### src/rtl/result_packer.sv
// result_packer: packs 32-bit result words in pairs into 64-bit framed AXI-Stream beats.
// Latency: a completed pair (or the lone last word of an odd frame) is visible on m_tvalid one cycle after acceptance.
// Backpressure: beats queue in a FIFO; res_ready drops when the FIFO is full, so m_tready stalls never lose data.

// Small synchronous FIFO with first-word-fall-through read and an occupancy count.
// Latency: a pushed entry is visible at the head one cycle later.
// Backpressure: pushes at full and pops at empty are ignored; the owner gates them with count.
module result_packer_fifo #(
  parameter int WIDTH = 65,
  parameter int DEPTH = 16
) (
  input  logic                     clk,
  input  logic                     rst,
  input  logic                     push,
  input  logic [WIDTH-1:0]         push_dat,
  input  logic                     pop,
  output logic [WIDTH-1:0]         head_dat,
  output logic [$clog2(DEPTH):0]   count
);

  localparam int AW = $clog2(DEPTH);
  localparam logic [AW:0] FULL_CNT = (AW+1)'(DEPTH);

  logic [WIDTH-1:0] mem [DEPTH];
  logic [AW-1:0]    wr_ptr;
  logic [AW-1:0]    rd_ptr;
  logic             do_push;
  logic             do_pop;

  // Room is checked before writing; reading needs at least one entry.
  assign do_push  = push && (count != FULL_CNT);
  assign do_pop   = pop && (count != '0);
  assign head_dat = mem[rd_ptr];

  // Storage write; contents need no reset because count gates every read.
  always_ff @(posedge clk) begin
    if (do_push) begin
      mem[wr_ptr] <= push_dat;
    end
  end

  // Pointers wrap naturally at DEPTH (power of two); count tracks occupancy.
  always_ff @(posedge clk) begin
    if (rst) begin
      wr_ptr <= '0;
      rd_ptr <= '0;
      count  <= '0;
    end else begin
      if (do_push) begin
        wr_ptr <= wr_ptr + AW'(1);
      end
      if (do_pop) begin
        rd_ptr <= rd_ptr + AW'(1);
      end
      case ({do_push, do_pop})
        2'b10:   count <= count + (AW+1)'(1);
        2'b01:   count <= count - (AW+1)'(1);
        default: count <= count;
      endcase
    end
  end

endmodule

module result_packer #(
  parameter int DEPTH = 16
) (
  input  logic        clk,
  input  logic        rst,
  input  logic        start,
  input  logic [15:0] frame_words,
  input  logic        res_valid,
  input  logic [31:0] res_data,
  output logic        res_ready,
  output logic        m_tvalid,
  output logic [63:0] m_tdata,
  output logic [7:0]  m_tstrb,
  output logic        m_tlast,
  input  logic        m_tready,
  output logic        busy,
  output logic        done,
  output logic        err
);

  localparam int CW = $clog2(DEPTH) + 1;
  localparam logic [CW-1:0] FULL_CNT = CW'(DEPTH);

  localparam logic [1:0] S_IDLE  = 2'd0;
  localparam logic [1:0] S_PACK  = 2'd1;
  localparam logic [1:0] S_DRAIN = 2'd2;

  logic [1:0]    state;
  logic [15:0]   words_left;
  logic          half;
  logic [31:0]   pack_lo;

  logic [CW-1:0] fifo_count;
  logic [64:0]   fifo_head;
  logic [64:0]   push_dat;
  logic          accept;
  logic          last_word;
  logic          push;
  logic          pop;
  logic          frame_go;
  logic          last_hs;

  // Input side: accept only while packing, with FIFO room and words still owed.
  assign res_ready = (state == S_PACK) && (fifo_count != FULL_CNT) && (words_left != 16'd0);
  assign accept    = res_valid & res_ready;
  assign last_word = (words_left == 16'd1);

  // A beat leaves the pack register when its upper half arrives or the frame ends early.
  assign push     = accept & (half | last_word);
  assign push_dat = {last_word,
                     (half ? res_data : 32'h0),
                     (half ? pack_lo  : res_data)};

  // Start is only honoured from IDLE with a non-empty frame.
  assign frame_go = (state == S_IDLE) && start && (frame_words != 16'd0);

  // Output side: head of the FIFO, zeroed when nothing is valid.
  assign m_tvalid = (fifo_count != '0);
  assign pop      = m_tvalid & m_tready;
  assign m_tdata  = m_tvalid ? fifo_head[63:0] : 64'h0;
  assign m_tlast  = m_tvalid & fifo_head[64];
  assign m_tstrb  = 8'hff;
  assign last_hs  = pop & fifo_head[64];

  assign busy = (state != S_IDLE);

  result_packer_fifo #(
    .WIDTH (65),
    .DEPTH (DEPTH)
  ) u_fifo (
    .clk      (clk),
    .rst      (rst),
    .push     (push),
    .push_dat (push_dat),
    .pop      (pop),
    .head_dat (fifo_head),
    .count    (fifo_count)
  );

  // Frame sequencing: IDLE -> PACK while words arrive -> DRAIN until the last beat leaves.
  always_ff @(posedge clk) begin
    if (rst) begin
      state      <= S_IDLE;
      words_left <= 16'd0;
      half       <= 1'b0;
      pack_lo    <= 32'h0;
    end else begin
      case (state)
        S_IDLE: begin
          if (frame_go) begin
            words_left <= frame_words;
            half       <= 1'b0;
            state      <= S_PACK;
          end
        end
        S_PACK: begin
          if (accept) begin
            words_left <= words_left - 16'd1;
            if (!half) begin
              pack_lo <= res_data;
            end
            if (last_word) begin
              half  <= 1'b0;
              state <= S_DRAIN;
            end else begin
              half <= ~half;
            end
          end
        end
        S_DRAIN: begin
          if (last_hs) begin
            state <= S_IDLE;
          end
        end
        default: begin
          state <= S_IDLE;
        end
      endcase
    end
  end

  // Completion pulse one cycle after the frame's last beat is handshaked.
  always_ff @(posedge clk) begin
    if (rst) begin
      done <= 1'b0;
    end else begin
      done <= last_hs && (state == S_DRAIN);
    end
  end

  // Sticky violation flag: a word offered while not accepted; a new frame clears it.
  always_ff @(posedge clk) begin
    if (rst) begin
      err <= 1'b0;
    end else begin
      err <= (err & ~frame_go) | (res_valid & ~res_ready);
    end
  end

endmodule

### config.mk
export PLATFORM = sky130hd
export DESIGN_NAME = result_packer
export DESIGN_NICKNAME = d
export VERILOG_FILES = /design/src/rtl/result_packer.sv
export SDC_FILE = /design/constraint.sdc
export NUM_CORES = 1
export LEC_CHECK = 0
export BUFFER_PORTS_ARGS = -buffer_cell sky130_fd_sc_hd__buf_2
export CAP_MARGIN = 20
export CELL_PAD_IN_SITES_DETAIL_PLACEMENT = 0
export CELL_PAD_IN_SITES_GLOBAL_PLACEMENT = 1
export CORE_AREA = 2 2 333 335
export DETAILED_ROUTE_END_ITERATION = 8
export DIE_AREA = 0 0 335 337
export GPL_ROUTABILITY_DRIVEN = 0
export PLACE_DENSITY = 0.7
export SLEW_MARGIN = 5
export SYNTH_ARGS = -nofsm -noshare
export SYNTH_HDL_FRONTEND = slang
export SYNTH_SLANG_ARGS = --single-unit
### constraint.sdc
create_clock -name clk -period 9.5 [get_ports clk]
set_clock_uncertainty 0.1 [all_clocks]
set_input_delay 0.95 -clock clk [delete_from_list [all_inputs] [get_ports clk]]
set_output_delay 0.95 -clock clk [all_outputs]
set_load 0.02 [all_outputs]
==> results of run 1 <==
## flip-flops by register name, indices dropped and copies added, names as in the netlist, named ones only
register       cells
pack_lo           32
u_fifo.rd_ptr      4
state              2
half               1
err                1
u_fifo.wr_ptr      4
u_fifo.count       5
words_left        16
done               1
u_fifo.mem      1040
## kinds of logic after synthesis
logic type,count (synthesis),synth area share
multiplexers,361,0.1772
other,1,0.00008627
AO/OA/AOI/OAI,117,0.01690
flip-flops,1110,0.7507
adder cells (fa/ha/maj),11,0.003166
AND/OR/NAND/NOR,290,0.03589
XOR/XNOR,7,0.001410
buffers and inverters,145,0.01465
## power breakdown
| group | total (mW) | internal, mW | leakage [nW] | switching (mW) |
|---|---|---|---|---|
| logic | 0.395 | 0.138 | 3.47 | 0.257 |
| registers | 5.40 | 5.37 | 10.1 | 0.0259 |
| clock network | 4.18 | 2.36 | 1.70 | 1.81 |
## stage by stage
stage	total power, mW	cells
4_1_cts	10.04	3702
5_1_grt	10.27	3703
2_1_floorplan	5.767	2049
3_5_place_dp	5.900	3500
6_report	9.972	3705
3_3_place_gp	5.886	3500
## cell usage in the layout (no fill, tap or decap), types with 5 or more instances in the layout
master / netlist / routed
dfxtp_4: 0 / 5
xor2_1: 6 / 6
nor4_1: 5 / 5
conb_1: 1 / 8
mux4_2: 323 / 323
a21oi_1: 64 / 64
edfxtp_1: 1040 / 1040
nor2_1: 39 / 27
nand2_1: 85 / 84
clkinv_2: 0 / 28
bufinv_16: 0 / 9
o22ai_1: 5 / 5
nand3_1: 12 / 12
dfxtp_1: 70 / 65
and2_1: 97 / 97
o32ai_1: 10 / 10
nor2_4: 0 / 12
buf_2: 39 / 122
and3_1: 7 / 7
nor3_1: 7 / 6
clkbuf_1: 67 / 20
a221oi_1: 5 / 5
a21o_1: 5 / 5
clkinv_1: 1 / 21
clkbuf_16: 0 / 108
ha_1: 11 / 11
buf_4: 9 / 31
inv_6: 0 / 6
nand2b_1: 9 / 9
inv_1: 14 / 14
mux2_2: 34 / 34
## area by class of cell
cell class,count,share of cell area
flip-flops and latches,1110,0.6636
multi-input cells,794,0.2104
clock buffers,131,0.05729
well taps,1426,0.03626
repair buffers,156,0.01851
clock inverters,71,0.01272
inverters,15,0.001144
diodes,2,0.0001017
## how the worst max path moves through the flow
stage	slack [ns]	startpoint	end	depth (start not counted)
floorplan	2.71	words_left[9]$_SDFFE_PP0P_	u_fifo.mem[3][0]$_DFFE_PP_	6
global route	3.43	flop	m_tdata[12]	6
CTS	3.66	flop	m_tdata[12]	6
global placement	4.44	flop	m_tdata[13]	6
finish	3.84	flop	m_tdata[12]	6
detailed placement	4.41	flop	m_tdata[12]	6
## metal layers
layer,part of all wire,up-vias,GRT usage
li1,-,8723,-
met1,0.43,11280,0.2515
met2,0.49,737,0.2933
met3,0.063,137,0.02939
met4,0.018,4,0.04389
met5,0.00019,-,0
## critical path, delay by kind of cell (launching register included)
kind	cells	cell delay (ns)
and+or+nand+nor	1	0.23
buffers and inverters	3	1.64
muxes	2	1.13
DFF	1	0.79
==> flow_summary_export.csv, run 1 <==
group,metric,value,unit
run_status,status,"completed",
cts,cts_tree,"built",
synth,synth_cells,2042,
synth,yosys.area.top_type_share,0.7185,
floorplan,fp.dieW,335,um
floorplan,core,109600,um2
synth,avgSynthCellArea,21.29,um2
synth,synth-main-ff-cell,"edfxtp_1",
finish,finalInstanceArea,49200,um2
setup_path,cp-start-kind,"flop",
synth,ys_ff_latch,1110,
detailed_routing,drt-initial-drc-count,2457,
setup_path,reg2reg_slack,4.85,ns
power,p_leak,15.27,nW
global_routing,grt_first_pass_wirelength,147.6,mm
cts,h-tree-depth,3,
setup_path,reg2reg_depth,8,
detailed_routing,drc,0,
setup_path,required,8.45,ns
timing,fin_crit,5.662,ns
cts,clk_pin_slew,0.06,ns
cts,root_buffer,"clkbuf_16",
setup_path,end_kind,"output port",
cts,cts_sinks,1110,
setup_path,max_stage_delay,0.79,ns
synth,synthDistinctLibCells,60,
hold_path,hold_depth,2,
floorplan,io_pins,131,
global_routing,first_global_vias,21940,
placed_design,hpwlAfterDp,52.01,mm
floorplan,rows,122,
cts,cts-buffers-inserted,107,
timing,rsz0062_at_grt,"false",
synth,yosysMostFrequentCell,"edfxtp_1",
finish,finish.utilization,0.4489,
timing,final_hold_viol_count,0,
finish,final-seq-area,32650,um2
cts,clk_path_buf_depth,3,
setup_path,rr_startpoint,"words_left[0]$_SDFFE_PP0P_",
setup_path,path_class,"reg2out",
cts,clk_latency,0.68,ns
timing,fin_crit_sh,0.5959,
finish,multi_input_area,10350,um2
timing,setup-tns-final,0,ns
synth,synth-seq-area-share,0.7507,
detailed_routing,wl_per_cell,27.13,um
synth,yosysTopAreaCell,"edfxtp_1",
synth,synthArstFlopShare,0,
cts,cts_hold_buffers,0,
detailed_routing,wl,100.5,mm
placed_design,place_area,45720,um2
global_routing,grtUsageTotal,0.1789,
global_routing,antenna_found_initial,7,
timing,max_freq,176.6,MHz
power,vdd_drop_max,0.1398,mV
detailed_routing,ant_nets,0,
global_routing,grt_overflow_total,0,
run,cap_viol_max_count,0,
synth,ys_warn_count,0,
finish,final_nets,2248,
setup_path,r2r-end,"u_fifo.mem[0][53]$_DFFE_PP_",
cts,post-cts-setup-buffers,0,
timing,drv_slew,0,
timing,fin_hold_ws,0.3525,ns
synth,synth.area.top_cells,"edfxtp_1 (72%), mux4_2 (17%), dfxtp_1 (3.2%), and2_1 (1.4%), mux2_2 (0.88%)",
detailed_routing,vias,20880,
hold_path,min_to,"pack_lo[24]$_SDFFE_PP0P_",
timing,slew-limit-headroom,0.2350,
finish,drive_gt1_frac,0.3131,
setup_path,crit_fanout,99,
cts,cts_resized,0,
synth,synth_common_cells,"edfxtp_1 (1040), mux4_2 (323), and2_1 (97), nand2_1 (85), dfxtp_1 (70)",
global_routing,grt_max_degree,145,
setup_path,cp_common_cell,"mux4_2",
finish,syn_to_final_growth,13.19,%
timing,worst_slack,3.839,ns
floorplan,die_h,337,um
setup_path,crit_arrival,4.61,ns
synth,netlist_area,43470,um2
floorplan,die-area,112900,um2
hold_path,worst_hold_startpoint,"pack_lo[24]$_SDFFE_PP0P_",
placed_design,place_ws,4.410,ns
detailed_routing,first_pass_iters,5,
hold_path,hp-class,"reg2reg",
placed_design,port-buffer-count,122,
floorplan,start_util,0.3966,
detailed_routing,vias_per_cell,5.636,
synth,synth_edf_count,1040,
timing,tightest_slew,1.147,ns
power,power_density,202.7,nW/um2
setup_path,crit_chain,"buf_12 -> buf_4 -> mux4_2 -> mux4_2 -> and2_1 -> buf_2",
finish,nFillCells,9134,
timing,setup_viol,0,
setup_path,slowest_stage,"dfxtp_4",
Power figures use the tool's default switching activity.
==> run 2, diff against run 1 <==
--- a/config.mk
+++ b/config.mk
@@ -13,7 +13,7 @@
 export DETAILED_ROUTE_END_ITERATION = 8
 export DIE_AREA = 0 0 335 337
 export GPL_ROUTABILITY_DRIVEN = 0
-export PLACE_DENSITY = 0.7
+export PLACE_DENSITY = 0.72
 export SLEW_MARGIN = 5
 export SYNTH_ARGS = -nofsm -noshare
 export SYNTH_HDL_FRONTEND = slang
==> constraint.sdc (replaced) <==
create_clock -name clk -period 5.1 [get_ports clk]
set_clock_uncertainty 0.1 [all_clocks]
set_input_delay 0.51 -clock clk [delete_from_list [all_inputs] [get_ports clk]]
set_output_delay 0.51 -clock clk [all_outputs]
set_load 0.02 [all_outputs]
==> run 2 against run 1 <==
Compared with the run above: largest cell class unchanged; clock-buffer cell count grew 17; largest power group unchanged; worst hold slack lost 0.26 ns; via count grew 1.6%; combinational power grew 90%.
==> flow_summary_export.csv, run 2 (same netlist as run 1, synthesis figures left out) <==
group,metric,value,unit
run_status,status,"completed",
floorplan,die-area,112900,um2
setup_path,end_kind,"output port",
finish,drive_gt1_frac,0.3160,
setup_path,crit_fanout,62,
hold_path,hp-class,"in2reg",
placed_design,port-buffer-count,122,
floorplan,die_h,337,um
finish,syn_to_final_growth,14.38,%
timing,fin_crit_sh,0.8187,
floorplan,io_pins,131,
finish,finalInstanceArea,49720,um2
detailed_routing,ant_nets,0,
finish,layout_common_cells,"edfxtp_1 (1040), mux4_2 (323), buf_2 (122)",
detailed_routing,drc,0,
placed_design,place_area,46190,um2
floorplan,start_util,0.3966,
cts,cts-buffers-inserted,107,
global_routing,grtUsageTotal,0.1792,
power,p_leak,15.43,nW
cts,clk_path_buf_depth,3,
global_routing,antenna_found_initial,7,
finish,final-seq-area,32650,um2
finish,multi_input_area,10360,um2
timing,max_freq,239.5,MHz
power,p_comb_frac,0.040,
setup_path,path_class,"reg2out",
placed_design,place_ws,1.176,ns
finish,nFillCells,9033,
timing,setup_viol,0,
floorplan,fp.dieW,335,um
detailed_routing,wl_per_cell,27.26,um
cts,cts_tree,"built",
timing,drv_slew,0,
global_routing,grt_overflow_total,0,
cts,clk_latency,0.67,ns
detailed_routing,vias_per_cell,5.706,
timing,tightest_slew,1.073,ns
cts,cts_resized,0,
power,p_clk_frac,0.421,
run,cap_viol_max_count,0,
power,pwr-share-seq,0.539,
finish,biggestRegsByFlops,"u_fifo.mem (1040), pack_lo (32), words_left (16)",
power,internal_power,14.84,mW
timing,final_hold_viol_count,0,
power,p_sw_frac,0.2037,
cts,root_buffer,"clkbuf_16",
timing,rsz0062_at_grt,"false",
cts,cts_sinks,1110,
global_routing,grt_first_pass_wirelength,147.4,mm
finish,final_common_cell,"edfxtp_1",
global_routing,first_global_vias,21810,
cts,h-tree-depth,3,
power,vdd_drop_max,0.2547,mV
detailed_routing,drt-initial-drc-count,2600,
timing,worst_slack,0.9244,ns
setup_path,required,4.49,ns
timing,fin_crit,4.176,ns
setup_path,cp-start-kind,"flop",
finish,top_register,"u_fifo.mem",
placed_design,hpwlAfterDp,51.53,mm
floorplan,rows,122,
detailed_routing,vias,21220,
floorplan,core,109600,um2
global_routing,grt_max_degree,66,
power,power_density,374.9,nW/um2
timing,fin_hold_ws,0.09675,ns
finish,final_nets,2265,
finish,largest_reg_flops,1040,
power,switchingPower,3.797,mW
setup_path,crit_arrival,3.57,ns
detailed_routing,wl,101.3,mm
timing,slew-limit-headroom,0.2845,
cts,clk_pin_slew,0.06,ns
detailed_routing,first_pass_iters,5,
[run 2: area by class of cell]
| type | count | area share |
|---|---|---|
| Antenna cell | 1 | 0.00005033 |
| Clock buffer | 148 | 0.06045 |
| Clock inverter | 51 | 0.01032 |
| Inverter | 15 | 0.001132 |
| Multi-Input combinational cell | 794 | 0.2084 |
| Sequential cell | 1110 | 0.6567 |
| Tap cell | 1426 | 0.03589 |
| Timing Repair Buffer | 173 | 0.02708 |
[run 2: critical path: stages (launching register included)]
cell	delay, ns
dfxtp_4	1.04
buf_4	0.50
mux4_2	0.37
mux4_2	0.51
and2_1	0.23
buf_2	0.18
[run 2: power by group through the flow]
stage	registers, mW	logic, mW	clock network [mW]
detailed placement	10.2	0.753	0
CTS	10.0	0.755	7.98
global route	10.0	0.817	8.34
floorplan	10.2	0.516	0
finish	10.1	0.751	7.84
global placement	10.2	0.721	0
[run 2: per-stage QoR]
step                      std cells  total power [mW]  setup TNS, ns    util
final                          3718             18.64              0  0.4536
after global routing           3718             19.20              0  0.4536
after CTS                      3717             18.79              0  0.4536
after detailed placement       3517             11.00              0  0.4214
after global placement         3517             10.96              0  0.4214
after floorplan                2049             10.74         -37.33       -
[run 2: metal layers]
metal | vias to the layer above | wire length, um | GRT usage
met4 | 6 | 2010 | 0.04771
met5 | - | 34 | 0
met1 | 11400 | 41650 | 0.2497
met2 | 910 | 49570 | 0.2921
li1 | 8763 | - | -
met3 | 135 | 8078 | 0.03261
[run 2: what timing repair did]
item	CTS	global route
setup buffers	0	0
hold buffers	1	0
endpoints found under the hold margin	1	0
[run 2: worst paths after layout]
| kind | from | end | slack, ns | cells after the start |
|---|---|---|---|---|
| max | flop | m_tdata[24] | 0.92 | 5 |
| min | frame_words[11] | words_left[11]$_SDFFE_PP0P_ | 0.1 | 3 |
| max reg2reg | words_left[9]$_SDFFE_PP0P_ | u_fifo.count[4]$_SDFFE_PP0P_ | 1.10 | 12 |
| min reg2reg | pack_lo[20]$_SDFFE_PP0P_ | pack_lo[20]$_SDFFE_PP0P_ | 0.35 | 2 |
